===== config.mk =====
export PLATFORM = sky130hd
export DESIGN_NAME = t03_fetch_unit_flat
export DESIGN_NICKNAME = d
export VERILOG_FILES = /design/src/rtl/t03_fetch_pkg.sv /design/src/rtl/t03_fetch_unit_if.sv /design/src/rtl/t03_next_pc.sv /design/src/rtl/t03_fetch_unit.sv /design/src/flat_wrapper.sv
export SDC_FILE = /design/constraint.sdc
export NUM_CORES = 1
export LEC_CHECK = 0
export BUFFER_PORTS_ARGS = -buffer_cell sky130_fd_sc_hd__buf_4
export CORE_MARGIN = 5
export CORE_UTILIZATION = 30
export CTS_BUF_LIST = sky130_fd_sc_hd__clkbuf_16
export DETAILED_ROUTE_END_ITERATION = 6
export SYNTH_ARGS = -nofsm -noshare
export SYNTH_HDL_FRONTEND = slang
export SYNTH_HIERARCHICAL = 1
export SYNTH_SLANG_ARGS = --single-unit

===== constraint.sdc =====
create_clock -name clk -period 10.21 [get_ports clk]
set_input_delay 0.5105 -clock clk [delete_from_list [all_inputs] [get_ports clk]]
set_output_delay 0.5105 -clock clk [all_outputs]
set_load 0.02 [all_outputs]

===== src/rtl/t03_fetch_pkg.sv =====
// Shared types and constants for the team_03 instruction fetch unit.
// The control bit positions are also consumed by branch control.
package t03_fetch_pkg;

  typedef enum logic [1:0] {
    IDLE  = 2'd0,
    FETCH = 2'd1,
    EXEC  = 2'd2,
    HALT  = 2'd3
  } fetch_state_e;

  localparam logic [31:0] PC_INC = 32'd4;

  localparam int CTRL_JALR  = 0;
  localparam int CTRL_TAKEN = 1;

  function automatic logic is_word_aligned(input logic [31:0] addr);
    return (addr[1:0] == 2'b00);
  endfunction

endpackage


===== src/rtl/t03_fetch_unit_if.sv =====
// Instruction-memory request/acknowledge bus between the fetch unit and imem.
interface t03_fetch_unit_if;

  // Handshake: the master raises imem_req with imem_addr stable and keeps both
  // unchanged until the slave answers with imem_ack=1 (imem_rdata valid in that
  // same cycle). A raised request is never withdrawn before its ack.
  logic        imem_req;
  logic [31:0] imem_addr;
  logic        imem_ack;
  logic [31:0] imem_rdata;

  modport master (
    output imem_req,
    output imem_addr,
    input  imem_ack,
    input  imem_rdata
  );

  modport slave (
    input  imem_req,
    input  imem_addr,
    output imem_ack,
    output imem_rdata
  );

endinterface


===== src/rtl/t03_next_pc.sv =====
// Combinational next-PC selection: jalr / PC-relative / sequential targets,
// priority mux and alignment check of the final target.
module t03_next_pc
  import t03_fetch_pkg::*;
(
  input  logic [31:0] pc,
  input  logic [31:0] imm,
  input  logic [31:0] rs1_data,
  input  logic [1:0]  control,
  output logic [31:0] next_pc,
  output logic        target_misaligned
);

  logic [31:0] seq_target;
  logic [31:0] rel_target;
  logic [31:0] jalr_sum;
  logic [31:0] jalr_target;

  // All sums are modulo 2^32; the carry-out is dropped on purpose.
  assign seq_target  = pc + PC_INC;
  assign rel_target  = pc + imm;
  assign jalr_sum    = rs1_data + imm;
  assign jalr_target = {jalr_sum[31:1], 1'b0};

  always_comb begin
    next_pc = seq_target;
    if (control[CTRL_JALR]) begin
      next_pc = jalr_target;
    end else if (control[CTRL_TAKEN]) begin
      next_pc = rel_target;
    end
  end

  // Checked after the jalr bit0 clear, so only bit1 can trip a jalr target.
  assign target_misaligned = !is_word_aligned(next_pc);

endmodule


===== src/rtl/t03_fetch_unit.sv =====
// Instruction fetch / PC unit: owns the PC, runs the imem req/ack handshake and
// holds the fetched instruction for decode until execute retires it.
module t03_fetch_unit
  import t03_fetch_pkg::*;
#(
  parameter logic [31:0] RESET_PC = 32'h0000_0000
) (
  input  logic              clk,
  input  logic              nRst,
  input  logic [1:0]        control,
  input  logic [31:0]       imm,
  input  logic [31:0]       rs1_data,
  input  logic              exec_done,
  input  logic              freeze,
  t03_fetch_unit_if.master  imem,
  output logic [31:0]       instr,
  output logic              instr_valid,
  output logic [31:0]       pc,
  output logic [31:0]       pc_plus4,
  output logic              misaligned,
  output fetch_state_e      dbg_state
);

  fetch_state_e state;
  fetch_state_e state_next;

  logic [31:0] next_pc;
  logic        target_misaligned;
  logic        pc_load;
  logic        instr_load;
  logic        halt_set;

  t03_next_pc u_next_pc (
    .pc                (pc),
    .imm               (imm),
    .rs1_data          (rs1_data),
    .control           (control),
    .next_pc           (next_pc),
    .target_misaligned (target_misaligned)
  );

  always_ff @(posedge clk or negedge nRst) begin
    if (!nRst) begin
      state <= IDLE;
    end else begin
      state <= state_next;
    end
  end

  always_comb begin
    state_next = state;
    pc_load    = 1'b0;
    instr_load = 1'b0;
    halt_set   = 1'b0;
    case (state)
      IDLE: begin
        if (!freeze) begin
          state_next = FETCH;
        end
      end
      // freeze only gates the start of a fetch; an outstanding request stays up.
      FETCH: begin
        if (imem.imem_ack) begin
          instr_load = 1'b1;
          state_next = EXEC;
        end
      end
      EXEC: begin
        if (exec_done && !freeze) begin
          if (target_misaligned) begin
            halt_set   = 1'b1;
            state_next = HALT;
          end else begin
            pc_load    = 1'b1;
            state_next = FETCH;
          end
        end
      end
      HALT: begin
        state_next = HALT;
      end
      default: begin
        state_next = IDLE;
      end
    endcase
  end

  // A misaligned target is never loaded: pc keeps the faulting instruction.
  always_ff @(posedge clk or negedge nRst) begin
    if (!nRst) begin
      pc <= RESET_PC;
    end else if (pc_load) begin
      pc <= next_pc;
    end
  end

  always_ff @(posedge clk or negedge nRst) begin
    if (!nRst) begin
      instr <= '0;
    end else if (instr_load) begin
      instr <= imem.imem_rdata;
    end
  end

  always_ff @(posedge clk or negedge nRst) begin
    if (!nRst) begin
      misaligned <= 1'b0;
    end else if (halt_set) begin
      misaligned <= 1'b1;
    end
  end

  // Bus outputs come from registered state only, never from imem inputs.
  assign imem.imem_req  = (state == FETCH);
  assign imem.imem_addr = pc;
  assign instr_valid    = (state == EXEC);
  assign pc_plus4       = pc + PC_INC;
  assign dbg_state      = state;

endmodule


===== src/flat_wrapper.sv =====
// flat-port wrapper written by rule: the top's interface ports become plain ports
module t03_fetch_unit_flat import t03_fetch_pkg::*;
#(
  parameter logic [31:0] RESET_PC = 32'h0000_0000
)
  (clk, nRst, control, imm, rs1_data, exec_done, freeze, instr, instr_valid, pc, pc_plus4, misaligned, dbg_state, imem_imem_req, imem_imem_addr, imem_imem_ack, imem_imem_rdata);
  t03_fetch_unit_if imem_i ();
  input  logic clk;
  input  logic nRst;
  input  logic [1:0] control;
  input  logic [31:0] imm;
  input  logic [31:0] rs1_data;
  input  logic exec_done;
  input  logic freeze;
  output logic [31:0] instr;
  output logic instr_valid;
  output logic [31:0] pc;
  output logic [31:0] pc_plus4;
  output logic misaligned;
  output fetch_state_e dbg_state;
  output wire logic [$bits(imem_i.imem_req)-1:0] imem_imem_req;
  output wire logic [$bits(imem_i.imem_addr)-1:0] imem_imem_addr;
  input wire logic [$bits(imem_i.imem_ack)-1:0] imem_imem_ack;
  input wire logic [$bits(imem_i.imem_rdata)-1:0] imem_imem_rdata;
  assign imem_imem_req = imem_i.imem_req;
  assign imem_imem_addr = imem_i.imem_addr;
  assign imem_i.imem_ack = imem_imem_ack;
  assign imem_i.imem_rdata = imem_imem_rdata;
  t03_fetch_unit #(.RESET_PC(RESET_PC)) u_core (.clk(clk), .nRst(nRst), .control(control), .imm(imm), .rs1_data(rs1_data), .exec_done(exec_done), .freeze(freeze), .imem(imem_i), .instr(instr), .instr_valid(instr_valid), .pc(pc), .pc_plus4(pc_plus4), .misaligned(misaligned), .dbg_state(dbg_state));
endmodule

==> flow_summary_export.csv <==
group,metric,value,unit
status,status,"complete, no violations",
setup_path,crit_chain,"ha_1 > o21ai_0 > o21bai_1 > a211oi_1 > o2bb2ai_1 > a211oi_1 > o21ai_0 > nand3_1 > mux2i_1 > a211o_1 > mux2_2",
clock_network,cts_inserted_buffers,9,
timing,final-max-slew-violation-count,0,
route,via_per_inst,5.20,
timing,timing.hold.ws,306,ps
logic_synthesis,netlist_top_cells_area,"dfrtp_1, ha_1, mux2_2, xnor2_1, xor2_1",
logic_synthesis,yosysTopAreaCellShare,22.1,%
timing,finalSetupViolCount,0,
power_and_ir_drop,p_per_area,244,nW/um^2
logic_synthesis,synth_area_leader_cell,"dfrtp_1",
layout,final_cell_mix,"buf_4, a21oi_1, dfrtp_1",
setup_path,required,10440,ps
clock_network,clk_latency,340,ps
setup_path,r2r_end,"u_core/imem.imem_addr[31]",
flow_run,cap_violations,0,
setup_path,criticalPathCategory,"reg2reg",
timing,worst_slew_pin_slew,1110,ps
route,ant_nets,0,
timing,fmaxAchievable,265,MHz
logic_synthesis,synth-compound-area-share,20.9,%
logic_synthesis,synthCells,881,
layout,final_area,9720,um^2
clock_network,htreeDepth,3,
clock_network,clk_pin_slew,60,ps
global_routing,grt_pass1_vias,7112,
global_routing,grt_max_degree,68,
floorplan,dieArea,28600,um^2
clock_network,ctsResizeCount,0,
power_and_ir_drop,combPwrFrac,61.1,%
logic_synthesis,synth-simple-area-share,17.9,%
logic_synthesis,synthesis.nets,1049,
logic_synthesis,synth_seq_cells,67,
clock_network,clock_path_buffers,2,
clock_network,clkSinkCount,67,
setup_path,startpoint,"u_core/imem.imem_addr[2]",
route,drtIter0Drc,469,
power_and_ir_drop,p_int,1230,uW
logic_synthesis,seq_area_frac_synth,22.1,%
floorplan,start_util,30.3,%
setup_path,r2r_start,"u_core/imem.imem_addr[2]",
layout,final_common_cell,"buf_4",
global_routing,gr-usage-all-layers,17.0,%
timing,finalHoldViolCount,0,
route,drc_errors,0,
setup_path,reg2reg_slack,6440,ps
floorplan,chipHeight,169,um
place,dp_hpwl,20000,um
route,vias,7301,
floorplan,io_pins,236,
layout,area_delta_synth_final,27.9,%
timing,finalCriticalPeriod,3770,ps
logic_synthesis,synth_top_family_by_area,"compound AO/OA/AOI/OAI gates",
timing,tns,0,ps
global_routing,overflow,0,
power_and_ir_drop,ir_drop,0.0912,mV
setup_path,worstPathMaxFanout,14,
logic_synthesis,synth_flop_cell,"dfrtp_1",
setup_path,critical_path.top_delay_family,"compound AO/OA/AOI/OAI gates",
logic_synthesis,async_flop_share,100,%
power_and_ir_drop,switchingPower,1140,uW
setup_path,endpoint_kind,"register",
setup_path,cp-endpoint,"u_core/imem.imem_addr[31]",
setup_path,r2r.worst_path.cells,11,
global_routing,antenna_found_initial,0,
power_and_ir_drop,pwr-share-seq,25.2,%
timing,worst_slew_margin_rel,25.6,%
clock_network,cts-root-buf,"clkbuf_16",
logic_synthesis,synth_adder_area_share,10.9,%
route,wl_per_cell,18.2,um
logic_synthesis,synthMuxAreaShare,10.5,%
logic_synthesis,synth-edff-count,0,
setup_path,arrival,4000,ps
clock_network,cts_setup_buffers,0,
clock_network,cts_tree,"built",
floorplan,core,25000,um^2
logic_synthesis,netlist_area,7590,um^2
timing,rsz0062_at_grt,"false",
logic_synthesis,ys_warn_count,6,
logic_synthesis,ys_types,72,
timing,post-route-period-util,36.9,%
place,placed_cells,1389,
setup_path,critPathMaxStageDelay,670,ps
layout,diodes,0,
layout,drive_above_1_share,31.5,%
setup_path,crit_slowest_cell,"dfrtp_1",
layout,fin_cells,1405,
timing,skew,4.01,ps
hold_path,hold_class,"in2async",
setup_path,path_buf_inv,0,
setup_path,critical_path_depth,11,
place,gp_congestion,0.897,
power_and_ir_drop,pwr-share-clk,13.7,%
layout,final_nets,1238,
power_and_ir_drop,switching_share,47.9,%
place,numPortBuffers,235,
route,routed_wirelength,25600,um
layout,fin_util,38.8,%
floorplan,die_width,169,um
place,postPlaceCellArea,9420,um^2
logic_synthesis,synth.avg_cell_area,8.62,um^2
setup_path,startpoint_type,"register",
power_and_ir_drop,leakage,0.00457,uW
global_routing,grt_pass1_wl,39000,um
floorplan,rows,58,
logic_synthesis,synth-xor-area-share,12.0,%
clock_network,cts.hold.buffers_added,0,
route,first_pass_iters,5,
-- power by group through the flow --
| stage | Clock, uW | Sequential, uW | Combinational (uW) |
|---|---|---|---|
| floorplan | 0 | 669 | 855 |
| global placement | 0 | 596 | 1440 |
| detailed placement | 0 | 601 | 1450 |
| CTS | 337 | 597 | 1460 |
| global route | 346 | 625 | 1560 |
| finish | 326 | 596 | 1450 |
-- synth_stat cells (all sizes together) (8+ instances only) --
master,count
a211oi,20
a21o,26
a21oi,78
and2,8
and3,17
and4,12
buf,43
clkbuf,16
dfrtp,67
ha,63
inv,16
mux2,64
mux2i,8
nand2,62
nand3,38
nand4,20
nor2,43
nor2b,9
nor3,11
o21a,14
o21ai,46
o21bai,8
xnor2,54
xor2,50
-- cell families after synthesis --
family | Yosys count
compound gates | 243
xor+xnor | 104
fa+ha+maj | 65
buf+inv | 75
flops | 67
mux | 72
simple gates | 255
-- metal layers --
layer | track usage (%) | wire [um]
met1 | 23.1 | 11500
met2 | 27.9 | 12200
met3 | 2.08 | 1250
met4 | 5.74 | 626
met5 | 0 | 0
-- through the flow --
| stage | power [uW] | setup slack (ps) |
|---|---|---|
| 2_1_floorplan | 1520 | 6830 |
| 3_3_place_gp | 2040 | 6410 |
| 3_5_place_dp | 2050 | 6410 |
| 4_1_cts | 2390 | 6530 |
| 5_1_grt | 2530 | 6330 |
| 6_report | 2370 | 6440 |
-- worst min-delay path by stage --
stage	endpoint	slack [ps]	cells past startpoint
final	u_core/instr[9]	310	1
after global routing	u_core/instr[7]	380	2
after CTS	u_core/instr[21]	340	1
after detailed placement	u_core/misaligned	480	1
after global placement	u_core/misaligned	480	1
after floorplan	u_core/dbg_state[0]	210	0
-- sequential cells by signal, summed over array words and instances (netlist names) --
signal and cells:
u_core/misaligned 1, u_core/instr 32, u_core/imem.imem_addr 32, u_core/dbg_state 2
-- area by class of cell --
cell class                      instances  area, um^2
Inverter                               16        60.1
Multi-Input combinational cell        739        5490
Timing Repair Buffer                  237        1780
Clock buffer                            9         225
Fill cell                            2593       15300
Clock inverter                          7        75.1
Tap cell                              330         413
Sequential cell                        67        1680
(Power assumes the default switching activity.)
